File: src/rtl/ring_alarm_ctrl.sv
// Alarm ringer: on a rising edge of the countdown-expiry level it emits blink bursts
// separated by silent gaps, until the user acknowledges, expiry clears, or bursts run out.
module ring_alarm_ctrl #(
  parameter int unsigned ON_CYCLES  = 8,
  parameter int unsigned OFF_CYCLES = 8,
  parameter int unsigned MAX_BURSTS = 4
) (
  input  logic       CLK_Ring,
  input  logic       reset,
  input  logic       fin_crono,
  input  logic       ack,
  output logic       band_parp,
  output logic       ring_active,
  output logic       ring_timeout,
  output logic [7:0] burst_cnt
);

  typedef enum logic [1:0] {IDLE, RING_ON, RING_OFF, DONE} state_t;

  localparam logic [7:0] ON_LAST  = 8'(ON_CYCLES - 1);
  localparam logic [7:0] OFF_LAST = 8'(OFF_CYCLES - 1);
  localparam logic [7:0] MAX_LAST = 8'(MAX_BURSTS - 1);
  localparam logic [7:0] MAX_N    = 8'(MAX_BURSTS);

  state_t     state_q, state_d;
  logic [7:0] cnt_q, cnt_d;
  logic [7:0] burst_q, burst_d;
  logic       band_q, band_d;
  logic       tmo_q, tmo_d;
  logic       fin_q;
  logic       start;

  function automatic logic [7:0] sat_inc(input logic [7:0] v);
    return (v == MAX_N) ? v : v + 8'd1;
  endfunction

  // fin_q powers up high so a level already present at reset release is not an edge
  assign start = fin_crono & ~fin_q;

  always_comb begin
    state_d = state_q;
    cnt_d   = cnt_q;
    burst_d = burst_q;
    band_d  = 1'b0;
    tmo_d   = 1'b0;
    unique case (state_q)
      IDLE: begin
        if (start) begin
          if (ack) begin
            state_d = DONE;
          end else begin
            state_d = RING_ON;
            cnt_d   = 8'd0;
            band_d  = 1'b1;
            burst_d = 8'd0;
          end
        end
      end
      RING_ON: begin
        if (!fin_crono) begin
          state_d = IDLE;
        end else if (ack) begin
          state_d = DONE;
        end else if (cnt_q == ON_LAST) begin
          state_d = RING_OFF;
          cnt_d   = 8'd0;
        end else begin
          cnt_d  = cnt_q + 8'd1;
          band_d = ~band_q;
        end
      end
      RING_OFF: begin
        if (!fin_crono) begin
          state_d = IDLE;
        end else if (ack) begin
          state_d = DONE;
        end else if (cnt_q == OFF_LAST) begin
          cnt_d   = 8'd0;
          burst_d = sat_inc(burst_q);
          if (burst_q == MAX_LAST) begin
            state_d = DONE;
            tmo_d   = 1'b1;
          end else begin
            state_d = RING_ON;
            band_d  = 1'b1;
          end
        end else begin
          cnt_d = cnt_q + 8'd1;
        end
      end
      DONE: begin
        if (!fin_crono) state_d = IDLE;
      end
      default: state_d = IDLE;
    endcase
  end

  always_ff @(posedge CLK_Ring or posedge reset) begin
    if (reset) begin
      state_q <= IDLE;
      cnt_q   <= 8'd0;
      burst_q <= 8'd0;
      band_q  <= 1'b0;
      tmo_q   <= 1'b0;
      fin_q   <= 1'b1;
    end else begin
      state_q <= state_d;
      cnt_q   <= cnt_d;
      burst_q <= burst_d;
      band_q  <= band_d;
      tmo_q   <= tmo_d;
      fin_q   <= fin_crono;
    end
  end

  assign band_parp    = band_q;
  assign ring_timeout = tmo_q;
  assign burst_cnt    = burst_q;
  assign ring_active  = (state_q == RING_ON) || (state_q == RING_OFF);

endmodule

File: config.mk
export PLATFORM = sky130hd
export DESIGN_NAME = ring_alarm_ctrl
export DESIGN_NICKNAME = d
export VERILOG_FILES = /design/src/rtl/ring_alarm_ctrl.sv
export SDC_FILE = /design/constraint.sdc
export NUM_CORES = 1
export LEC_CHECK = 0
export BUFFER_PORTS_ARGS = -buffer_cell sky130_fd_sc_hd__buf_2
export CORE_AREA = 5 5 59 61
export CTS_BUF_LIST = sky130_fd_sc_hd__clkbuf_4 sky130_fd_sc_hd__clkbuf_8
export DETAILED_ROUTE_END_ITERATION = 7
export DIE_AREA = 0 0 64 66
export PLACE_DENSITY = 0.77
export SETUP_SLACK_MARGIN = 0.2
export SLEW_MARGIN = 20
export SYNTH_ARGS = -nofsm -noshare
export SYNTH_HDL_FRONTEND = slang
export SYNTH_SLANG_ARGS = --single-unit
File: constraint.sdc
create_clock -name CLK_Ring -period 4.9 [get_ports CLK_Ring]
set_input_delay 1.225 -clock CLK_Ring [delete_from_list [all_inputs] [get_ports CLK_Ring]]
set_output_delay 1.225 -clock CLK_Ring [all_outputs]
set_load 0.02 [all_outputs]
==> implementation parameters, run 1 <==
Parameter                              Value

Clocking
  Post-CTS Hold Fix Bufs    0
  TritonCTS clock tree    built
  Post-CTS setup buffers    0
  H-Tree Depth    1
  Post-cts repair resize count    0
  Clock sink total    21
  Number of buffers created by CTS    3
  CTS Root Buffer Type    sky130_fd_sc_hd__clkbuf_4
  Clock slew at the register clock pins of the worst setup and hold paths    0.12 ns
  CTS max path bufs    2
  Clk_lat worst skew    0.31 ns

Synth
  Post-Synthesis Cell Area    1420 µm²
  Synth Area per Inst    8.73 µm²
  Top_reg_cell synth    sky130_fd_sc_hd__dfrtp_1
  Number of cells produced by synthesis    163
  Number of flops mapped to enable cells by yosys    0
  Number of synthesized register bits    21
  Number of distinct library cells after synthesis    42
  Synth async-reset ratio    100%
  Synth warn    0
  Number of nets produced by synthesis    175
  Sequential-to-total area share from yosys stat    37.0%

GRT
  Via count of the first global-routing pass    1,263
  Residual overflow from global routing    0
  Maximum number of pins on one net before global-route repair    22
  First-pass GRT wire length    5540 µm
  Initial antenna violation count    0
  Total global-route track usage    16.1%

Min path
  Hold WC Path Type    flip-flop to flip-flop
  Worst hold stages    2

Timing
  Setup WS post-layout    2.13 ns
  Peak clock frequency supported by timing    361 MHz
  Skew final    0.00986 ns
  Max-slew violation count    0
  Worst-margin pin slew    0.833 ns
  Time the worst path needs with I/O delays and setup    2.77 ns
  Aggregate negative setup slack    0 ns
  Number of endpoints with negative hold slack in the final report    0
  RSZ-0062 raised after global routing    no
  Normalized max-slew margin    44.4%
  Setup-failing EPs final    0
  Final worst-path cycle share    56.5%

Floorplan
  # rows    20
  Effective utilization at floorplan    48.6%
  Number of ports placed on the die boundary    15
  Core outline area    2930 µm²
  Total Die Area    4220 µm²
  Vertical extent of the die    66 µm
  Die W    64 µm

Setup path
  CP startpoint kind    flip-flop
  Top fanout value on the critical path    9
  Required time of the critical path    3.67 ns
  Type of the worst setup path    flip-flop to output port
  Endpoint arrival time on the critical path    1.54 ns
  Worst reg2reg path depth    5
  Element type at the critical path end    output port

Cells and area
  Antenna fix cells    0
  Nets    185
  Final standard cell area without fillers    1510 µm²
  Final Core Density    51.6%
  Fraction of layout instances using a drive strength above 1    14.0%
  Post-synthesis to final-layout area growth    6.16%

Drt
  Number of search-and-repair iterations in the first detailed-routing pass    4
  Count of unresolved DRC violations after routing    0
  Routed length per instance    15.7 µm
  Vias per inst    6.30
  Violation count after the first detailed-route iteration    104
  Aggregate routed wire length    3230 µm
  Via count of the routed design    1,291
  Count of nets left with antenna violations after detail routing    0

Place
  Routability congestion estimate    0.799
  IO buf count    14
  Pre-CTS WS    2.07 ns
  Placed instance area    1480 µm²
  HPWL after detailed placement    2320 µm

Run
  Max-cap violations    0

Power
  Power density over cell area    521 nW/µm²
  Largest vdd supply drop    0.353 mV
  Leakage Power    0.633 nW
  Overall power    0.787 mW

Run status
  Run status    complete, no violations
-- worst max-delay path, cell delays in order (launching register included) --
cell,delay (ns)
sky130_fd_sc_hd__dfrtp_1,0.45
sky130_fd_sc_hd__inv_1,0.08
sky130_fd_sc_hd__ha_1,0.47
sky130_fd_sc_hd__buf_2,0.23
-- cells in the final DEF (no fill, tap or decap), types with 5 or more instances in the layout --
cell type | Yosys | final
sky130_fd_sc_hd__buf_2 | 3 | 14
sky130_fd_sc_hd__dfrtp_1 | 20 | 20
sky130_fd_sc_hd__ha_1 | 8 | 8
sky130_fd_sc_hd__inv_1 | 8 | 8
sky130_fd_sc_hd__nand2_1 | 24 | 24
sky130_fd_sc_hd__nand2b_1 | 5 | 5
sky130_fd_sc_hd__nand3_1 | 16 | 16
sky130_fd_sc_hd__nand4_1 | 6 | 6
sky130_fd_sc_hd__nor2_1 | 8 | 8
sky130_fd_sc_hd__nor4_1 | 6 | 6
sky130_fd_sc_hd__o211ai_1 | 9 | 9
sky130_fd_sc_hd__or4_1 | 5 | 5
-- power by group --
| part | leakage (nW) | switching, mW | internal, mW | total, mW |
|---|---|---|---|---|
| combinational | 0.356 | 0.232 | 0.154 | 0.386 |
| clock | 0.0184 | 0.0541 | 0.0373 | 0.0914 |
| sequential | 0.259 | 0.0803 | 0.229 | 0.309 |
-- cell usage after synthesis, types with 2 or more instances --
cell type | n | area share [%]
sky130_fd_sc_hd__mux2i_1 | 3 | 2.1
sky130_fd_sc_hd__nand2b_1 | 5 | 2.2
sky130_fd_sc_hd__nor2_1 | 8 | 2.1
sky130_fd_sc_hd__a31oi_1 | 2 | 0.88
sky130_fd_sc_hd__nand2_1 | 24 | 6.3
sky130_fd_sc_hd__a211oi_1 | 2 | 1.1
sky130_fd_sc_hd__buf_2 | 3 | 1.1
sky130_fd_sc_hd__o31ai_1 | 2 | 1.1
sky130_fd_sc_hd__nand3_1 | 16 | 5.6
sky130_fd_sc_hd__nand4_1 | 6 | 2.6
sky130_fd_sc_hd__ha_1 | 8 | 7.0
sky130_fd_sc_hd__buf_1 | 2 | 0.53
sky130_fd_sc_hd__dfrtp_1 | 20 | 35
sky130_fd_sc_hd__nor4_1 | 6 | 2.6
sky130_fd_sc_hd__inv_1 | 8 | 2.1
sky130_fd_sc_hd__o211ai_1 | 9 | 4.7
sky130_fd_sc_hd__a22o_1 | 2 | 1.2
sky130_fd_sc_hd__nor2b_1 | 2 | 0.88
sky130_fd_sc_hd__o21ai_0 | 3 | 1.1
sky130_fd_sc_hd__nor3_1 | 2 | 0.70
sky130_fd_sc_hd__or3_1 | 2 | 0.88
sky130_fd_sc_hd__o22ai_1 | 3 | 1.3
sky130_fd_sc_hd__buf_6 | 2 | 1.6
sky130_fd_sc_hd__or4_1 | 5 | 2.6
-- cells by family after synthesis --
group | Yosys count | synth area share, %
AO/OA/AOI/OAI | 29 | 15.4
multiplexers | 3 | 2.11
adder cells (fa/ha/maj) | 8 | 7.04
AND/OR/NAND/NOR | 85 | 32.5
flip-flops | 21 | 37.0
buffers and inverters | 17 | 5.89
-- registers in the layout, summed over array words and instances (netlist names) --
| signal | flops |
|---|---|
| fin_q | 1 |
| ring_timeout | 1 |
| cnt_q | 8 |
| state_q | 2 |
| burst_cnt | 8 |
| band_parp | 1 |
-- per-layer routing --
metal,GRT usage [%],share of wire (%)
met1,19.3,45
met5,0,0
met4,5.97,1.6
met3,3.06,6.0
met2,28.3,48
-- through the flow --
| stage | instances | hold slack [ns] |
|---|---|---|
| floorplan | 163 | 0.475 |
| CTS | 205 | 0.530 |
| detailed placement | 201 | 0.503 |
| global placement | 201 | 0.493 |
| global route | 205 | 0.557 |
| finish | 205 | 0.528 |
-- final timing paths --
path / from / slack [ns] / end
worst max-delay path: state_q[0]$_DFFE_PP0P_ / 2.13 / ring_active
worst min-delay path: cnt_q[1]$_DFFE_PP0P_ / 0.53 / cnt_q[1]$_DFFE_PP0P_
worst max register to register: state_q[0]$_DFFE_PP0P_ / 2.62 / cnt_q[7]$_DFFE_PP0P_
worst min register to register: cnt_q[1]$_DFFE_PP0P_ / 0.53 / cnt_q[1]$_DFFE_PP0P_
max in group asynchronous: reset / 3.32 / cnt_q[1]$_DFFE_PP0P_
min in group asynchronous: reset / 1.05 / burst_cnt[1]$_DFFE_PP0P_
-- final cells by class --
| class | instances | area [µm²] |
|---|---|---|
| well taps | 33 | 41.3 |
| inverters | 8 | 30.0 |
| clock buffers | 4 | 30.0 |
| fillers | 266 | 1420 |
| multi-input cells | 125 | 812 |
| repair buffers | 14 | 70.1 |
| flip-flops and latches | 21 | 527 |
No activity file was read; power rests on OpenSTA's default activity.
==> run 2, diff against run 1 <==
ABC_AREA = 1   (was default)
PLACE_DENSITY = 0.76   (was 0.77)
clock period = 2.6 ns   (was 4.9 ns; I/O delays follow)
==> implementation parameters, run 2 <==
Parameter                              Value

Run status
  Run status    complete, no violations

Cells and area
  Antenna fix cells    0 (unchanged)
  Final Core Density    52.0% (+0.43 points)
  Most frequent cells in the layout    sky130_fd_sc_hd__nand2_1, sky130_fd_sc_hd__nor2_1, sky130_fd_sc_hd__nand3_1, sky130_fd_sc_hd__inv_1, sky130_fd_sc_hd__dfrtp_1
  Fraction of layout instances using a drive strength above 1    15.5% (+1.5 points)
  Commonest non-fill, non-tap cell in the layout    sky130_fd_sc_hd__nand2_1
  Nets    220 (+19%)
  Final standard cell area without fillers    1520 µm² (+0.83%)
  Number of fillers in the final layout    291 (+9.4%)
  Post-synthesis to final-layout area growth    8.95%

Drt
  Routed length per instance    11.3 µm (-28%)
  Vias per inst    5.10 (-19%)
  Via count of the routed design    1,224 (-5.2%)
  Violation count after the first detailed-route iteration    44 (-58%)
  Count of nets left with antenna violations after detail routing    0 (unchanged)
  Number of search-and-repair iterations in the first detailed-routing pass    4 (unchanged)
  Count of unresolved DRC violations after routing    0 (unchanged)
  Aggregate routed wire length    2710 µm (-16%)

Clocking
  H-Tree Depth    1 (unchanged)
  Number of buffers created by CTS    3 (unchanged)
  Clk_lat worst skew    0.31 ns (about the same)
  CTS max path bufs    2 (unchanged)
  Post-CTS setup buffers    0 (unchanged)
  Post-CTS Hold Fix Bufs    0 (unchanged)
  Clock slew at the register clock pins of the worst setup and hold paths    0.12 ns (about the same)
  TritonCTS clock tree    built
  CTS Root Buffer Type    sky130_fd_sc_hd__clkbuf_4
  Clock sink total    21 (unchanged)
  Post-cts repair resize count    0 (unchanged)

Setup path
  Endpoint arrival time on the critical path    1.42 ns (-0.12 ns)
  CP startpoint kind    flip-flop
  Timing startpoint of the critical path    state_q[1]$_DFFE_PP0P_
  Worst reg-to-reg setup slack    0.76 ns (-1.86 ns)
  Required time of the critical path    1.95 ns (-1.72 ns)
  Element type at the critical path end    output port
  Worst R2R End    burst_cnt[0]$_DFFE_PP0P_
  Top fanout value on the critical path    5 (-4)
  Worst reg2reg path depth    7 (+2)
  End point of the critical path    ring_active
  Startpoint of the worst register-to-register path    state_q[0]$_DFFE_PP0P_
  Type of the worst setup path    flip-flop to output port

Timing
  Number of endpoints with negative hold slack in the final report    0 (unchanged)
  Skew final    0.00917 ns (-0.000690 ns)
  Peak clock frequency supported by timing    482 MHz
  Setup-failing EPs final    0 (unchanged)
  Max-slew violation count    0 (unchanged)
  Aggregate negative setup slack    0 ns (unchanged)
  RSZ-0062 raised after global routing    no
  Worst-margin pin slew    0.798 ns (-0.0349 ns)
  Normalized max-slew margin    46.7% (+2.3 points)
  Setup WS post-layout    0.525 ns (-1.61 ns)
  Time the worst path needs with I/O delays and setup    2.07 ns
  Final worst-path cycle share    79.8%

Synth
  Top_reg_cell synth    sky130_fd_sc_hd__dfrtp_1
  Post-Synthesis Cell Area    1400 µm² (-1.8%)
  Number of nets produced by synthesis    203 (+16%)
  Number of flops mapped to enable cells by yosys    0 (unchanged)
  Synth async-reset ratio    100% (unchanged)
  Dominant combinational cell family by area after synthesis    simple AND/OR/NAND/NOR gates
  Most used standard cell by instance count after synthesis    sky130_fd_sc_hd__nand2_1
  Fraction of synthesized area in multiplexers    0% (-2.1 points)
  Synth warn    0 (unchanged)
  Basic-gate share of the synthesized area counting and, or, nand and nor cells    35.5% (+2.9 points)
  Top cells by area in the synthesized netlist    sky130_fd_sc_hd__dfrtp_1, sky130_fd_sc_hd__nand2_1, sky130_fd_sc_hd__nand3_1
  Number of synthesized register bits    21 (unchanged)
  Number of distinct library cells after synthesis    27 (-36%)
  Synthesized-area fraction occupied by xor and xnor cells    2.51% (+2.5 points)
  Synth area leader    sky130_fd_sc_hd__dfrtp_1
  Sequential-to-total area share from yosys stat    37.7% (+0.66 points)
  Synth Area per Inst    7.32 µm² (-16%)
  Number of cells produced by synthesis    191 (+17%)
  Proportion of netlist area held by the largest area contributor    35.8% (+0.63 points)
  Fraction of the mapped netlist area in adder cells    7.16% (+0.13 points)
  Post-synthesis compound-gate area fraction    9.76% (-5.6 points)
  Most numerous cell types in the synthesized netlist    sky130_fd_sc_hd__nand2_1, sky130_fd_sc_hd__nor2_1, sky130_fd_sc_hd__nand3_1, sky130_fd_sc_hd__dfrtp_1, sky130_fd_sc_hd__inv_1

Power
  Leakage Power    0.787 nW (+24%)
  Psw    0.626 mW (+71%)
  Largest vdd supply drop    0.518 mV (+47%)
  Proportion of power drawn by combinational gates    51.2% (+2.1 points)
  Sw Ratio    47.8% (+1.2 points)
  Int Pwr    0.683 mW (+63%)
  Power density over cell area    860 nW/µm² (+65%)
  Power share of the sequential group    35.6% (-3.7 points)
  Power share of the clock group    13.2% (+1.6 points)

Place
  HPWL after detailed placement    2070 µm (-10%)
  Pre-CTS WS    0.745 ns (-1.32 ns)
  IO buf count    14 (unchanged)
  Routability congestion estimate    0.882 (+10%)
  Placed instance area    1490 µm² (+0.85%)

Min path
  Hold WC Path Type    primary input to async pin

GRT
  First-pass GRT wire length    4900 µm (-12%)
  Via count of the first global-routing pass    1,171 (-7.3%)
  Initial antenna violation count    0 (unchanged)
  Residual overflow from global routing    0 (unchanged)
  Total global-route track usage    14.4% (-1.7 points)
  Maximum number of pins on one net before global-route repair    22 (unchanged)

Floorplan
  Effective utilization at floorplan    47.7% (-0.85 points)
  Total Die Area    4220 µm² (unchanged)
  Die W    64 µm (unchanged)
  Vertical extent of the die    66 µm (unchanged)
  # rows    20 (unchanged)
  Number of ports placed on the die boundary    15 (unchanged)
  Core outline area    2930 µm² (unchanged)

Run
  Max-cap violations    0 (unchanged)
run 2: cell types whose count changed in the layout (fill, tap and decap cells not counted), moves of 5 or more:
| cell | delta |
|---|---|
| sky130_fd_sc_hd__nand4_1 | -5 |
| sky130_fd_sc_hd__or4_1 | -5 |
| sky130_fd_sc_hd__a21oi_1 | +10 |
| sky130_fd_sc_hd__nor4_1 | -5 |
| sky130_fd_sc_hd__o211ai_1 | -9 |
| sky130_fd_sc_hd__inv_1 | +12 |
| sky130_fd_sc_hd__nand2b_1 | -5 |
| sky130_fd_sc_hd__nor2_1 | +20 |
| sky130_fd_sc_hd__nand3_1 | +5 |
| sky130_fd_sc_hd__nand2_1 | +27 |
run 2: stage by stage:
step / hold WS [ns] / power [mW] / cells
6_report: 0.466 / 1.31 / 240
3_3_place_gp: 0.494 / 1.14 / 236
2_1_floorplan: 0.469 / 1.02 / 191
5_1_grt: 0.457 / 1.45 / 240
4_1_cts: 0.464 / 1.33 / 240
3_5_place_dp: 0.497 / 1.15 / 236
run 2: worst max-delay path: stages, from the launching register on:
cell and delay [ns]:
sky130_fd_sc_hd__dfrtp_1 0.45, sky130_fd_sc_hd__inv_1 0.09, sky130_fd_sc_hd__ha_1 0.38, sky130_fd_sc_hd__buf_2 0.20
run 2: power groups by stage:
stage	Combinational, mW	Sequential [mW]	Clock, mW
2_1_floorplan	0.542	0.478	0
3_3_place_gp	0.669	0.472	0
3_5_place_dp	0.673	0.473	0
4_1_cts	0.677	0.466	0.183
5_1_grt	0.766	0.481	0.202
6_report	0.670	0.467	0.172
run 2: logic make-up (layout without fill, tap and decap cells):
kind of cell	Yosys count	count (layout)
AO/OA/AOI/OAI	21	21
XOR/XNOR	4	4
buffers and inverters	25	41
adder cells (fa/ha/maj)	8	8
flip-flops	21	21
AND/OR/NAND/NOR	112	112
run 2: worst min-delay path by stage:
stage	from	end	slack, ns	cells after the start
5_1_grt	fin_crono	fin_q$_DFF_PP1_	0.46	1
4_1_cts	fin_crono	fin_q$_DFF_PP1_	0.46	1
3_5_place_dp	cnt_q[1]$_DFFE_PP0P_	cnt_q[1]$_DFFE_PP0P_	0.50	2
2_1_floorplan	cnt_q[0]$_DFFE_PP0P_	cnt_q[0]$_DFFE_PP0P_	0.47	1
6_report	reset	burst_cnt[4]$_DFFE_PP0P_	0.47	2
3_3_place_gp	cnt_q[0]$_DFFE_PP0P_	cnt_q[0]$_DFFE_PP0P_	0.49	1
run 2: final cells by class:
cell class / count / area, µm² / area share (%)
Clock buffer: 4 / 30.0 / 1.97
Inverter: 23 / 87.6 / 5.75
Multi-Input combinational cell: 145 / 767 / 50.4
Sequential cell: 21 / 527 / 34.6
Tap cell: 33 / 41.3 / 2.71
Timing Repair Buffer: 14 / 70.1 / 4.60
run 2: layer usage:
metal / wire [µm] / GRT usage, % / share of wire (%) / vias to the layer above
met1: 1290 / 17.9 / 47 / 563
met3: 104 / 3.57 / 3.8 / 2
met5: 0 / 0 / 0 / -
met4: 21 / 4.68 / 0.77 / 0
met2: 1300 / 24.2 / 48 / 16
li1: - / - / - / 643
==> run 3, diff against run 2 <==
ABC_AREA = 0   (was 1)
PLACE_DENSITY = 0.8   (was 0.76)
clock period = 1.7 ns   (was 2.6 ns; I/O delays follow)
==> implementation parameters, run 3 (synthesis results as in run 1) <==
Parameter                              Value

Setup path
  Element type at the critical path end    flip-flop
  Required time of the critical path    1.93 ns (-0.02 ns)
  Worst reg-to-reg setup slack    -0.05 ns (-0.81 ns)
  Startpoint of the worst register-to-register path    cnt_q[0]$_DFFE_PP0P_
  Top fanout value on the critical path    4 (-1)
  End point of the critical path    cnt_q[7]$_DFFE_PP0P_
  Endpoint arrival time on the critical path    1.98 ns (+0.56 ns)
  CP startpoint kind    flip-flop
  Worst reg2reg path depth    5 (-2)
  Type of the worst setup path    flip-flop to flip-flop
  Worst R2R End    cnt_q[7]$_DFFE_PP0P_
  Timing startpoint of the critical path    cnt_q[0]$_DFFE_PP0P_

Drt
  Routed length per instance    19.9 µm (+76%)
  Count of unresolved DRC violations after routing    0 (unchanged)
  Number of search-and-repair iterations in the first detailed-routing pass    5 (+1)
  Vias per inst    6.55 (+28%)
  Violation count after the first detailed-route iteration    178 (+300%)
  Aggregate routed wire length    4890 µm (+80%)
  Via count of the routed design    1,612 (+32%)
  Count of nets left with antenna violations after detail routing    0 (unchanged)

Timing
  Number of endpoints with negative hold slack in the final report    0 (unchanged)
  Setup-failing EPs final    4 (+4)
  Max-slew violation count    0 (unchanged)
  Peak clock frequency supported by timing    570 MHz
  Normalized max-slew margin    70.0% (+23 points)
  Worst-margin pin slew    0.446 ns (-0.352 ns)
  RSZ-0062 raised after global routing    yes
  Aggregate negative setup slack    -0.108 ns (-0.108 ns)
  Worst-case hold slack    0.0665 ns (-0.400 ns)
  Setup WS post-layout    -0.0549 ns (-0.580 ns)
  Final worst-path cycle share    103%
  Skew final    0.00692 ns (-0.00225 ns)
  Time the worst path needs with I/O delays and setup    1.75 ns

Clocking
  Number of buffers created by CTS    3 (unchanged)
  CTS max path bufs    2 (unchanged)
  CTS Root Buffer Type    sky130_fd_sc_hd__clkbuf_4
  TritonCTS clock tree    built
  Clock sink total    21 (unchanged)
  Clk_lat worst skew    0.31 ns (about the same)
  Clock slew at the register clock pins of the worst setup and hold paths    0.13 ns (about the same)
  H-Tree Depth    1 (unchanged)

Place
  Cell total after placement    221 (-6.4%)
  Routability congestion estimate    0.895 (+1.4%)
  HPWL after detailed placement    2690 µm (+30%)
  Pre-CTS WS    -0.0234 ns (-0.768 ns)
  IO buf count    14 (unchanged)
  Placed instance area    1650 µm² (+10%)

Run
  Max-cap violations    0 (unchanged)

Cells and area
  Number of fillers in the final layout    183 (-37%)
  Commonest non-fill, non-tap cell in the layout    sky130_fd_sc_hd__buf_4
  Nets    226 (+2.7%)
  Sequential cell area    529 µm² (+0.48%)
  Final standard cell area without fillers    2080 µm² (+36%)
  Fraction of layout instances using a drive strength above 1    47.4% (+32 points)
  Antenna fix cells    0 (unchanged)
  Finished Layout Cells    246 (+2.5%)
  Post-synthesis to final-layout area growth    45.9%
  Most frequent cells in the layout    sky130_fd_sc_hd__buf_4, sky130_fd_sc_hd__nand2_1, sky130_fd_sc_hd__dfrtp_1, sky130_fd_sc_hd__nand3_1, sky130_fd_sc_hd__buf_2
  Multi-input combinational cell area    1020 µm² (+33%)

GRT
  Via count of the first global-routing pass    1,452 (+24%)
  Total global-route track usage    19.9% (+5.5 points)
  Initial antenna violation count    0 (unchanged)
  Residual overflow from global routing    0 (unchanged)
  Maximum number of pins on one net before global-route repair    14 (-36%)
  First-pass GRT wire length    6650 µm (+36%)

Floorplan
  Vertical extent of the die    66 µm (unchanged)
  Die W    64 µm (unchanged)
  Core outline area    2930 µm² (unchanged)
  # rows    20 (unchanged)
  Total Die Area    4220 µm² (unchanged)
  Effective utilization at floorplan    48.6% (+0.85 points)
  Number of ports placed on the die boundary    15 (unchanged)

Power
  Leakage Power    0.889 nW (+13%)
  Largest vdd supply drop    1.06 mV (+100%)
  Power density over cell area    1670 nW/µm² (+94%)

Min path
  Hold WC Path Type    primary input to async pin

Run status
  Failing checks    setup timing
  Run status    finished, violations left
-- run 3: cell types whose count changed in the layout (fill, tap and decap cells not counted), moves of 8 or more --
cell,delta
sky130_fd_sc_hd__nor2_1,-22
sky130_fd_sc_hd__buf_4,+33
sky130_fd_sc_hd__nand3_1,-8
sky130_fd_sc_hd__a21oi_1,-10
sky130_fd_sc_hd__nand2_1,-29
sky130_fd_sc_hd__o211ai_1,+9
sky130_fd_sc_hd__buf_6,+10
sky130_fd_sc_hd__inv_1,-15
-- run 3: metal layers --
layer | share of wire (%) | vias up | global-route usage (%)
met4 | 4.5 | 0 | 10.1
met3 | 9.1 | 28 | 2.89
met2 | 50 | 135 | 34.7
met1 | 36 | 742 | 23.4
met5 | 0 | - | 0
li1 | - | 707 | -
-- run 3: how the worst min path moves through the flow --
stage                     slack, ns                       end  start
after detailed placement       0.41  burst_cnt[7]$_DFFE_PP0P_  reset
final                          0.07  burst_cnt[7]$_DFFE_PP0P_  reset
after CTS                      0.07  burst_cnt[7]$_DFFE_PP0P_  reset
after global routing           0.09  burst_cnt[7]$_DFFE_PP0P_  reset
after floorplan                0.40       band_parp$_DFF_PP0_  reset
after global placement         0.41  burst_cnt[7]$_DFFE_PP0P_  reset
-- run 3: final cells by class --
type,count,area share (%)
clock buffer,4,1.45
multi-input combinational,125,49.2
tap,33,1.99
timing repair buffer,55,20.3
inverter,8,1.63
sequential,21,25.5
-- run 3: repair_timing --
item,4_1_cts,5_1_grt
pin swaps,3,9
endpoints found under the setup margin,17,20
gates cloned,0,0
endpoints found under the hold margin,0,0
hold buffers,0,0
buffers inserted,10,11
resized for setup,20,33
-- run 3: critical path, cell delays in order (launching register included) --
cell and delay (ns):
sky130_fd_sc_hd__dfrtp_1 0.44, sky130_fd_sc_hd__buf_4 0.17, sky130_fd_sc_hd__nand3_1 0.14, sky130_fd_sc_hd__or2_4 0.30, sky130_fd_sc_hd__or4_4 0.49, sky130_fd_sc_hd__o221ai_2 0.14
-- run 3: power breakdown --
part | internal (mW) | leakage, nW | switching, mW
logic | 1.15 | 0.614 | 1.20
registers | 0.663 | 0.257 | 0.187
clock network | 0.107 | 0.0184 | 0.163
-- run 3: metrics by stage --
step / util (%) / power [mW]
floorplan: - / 1.85
CTS: 62.9 / 2.93
detailed placement: 56.2 / 2.31
global route: 70.9 / 3.65
global placement: 56.2 / 2.23
finish: 70.9 / 3.47
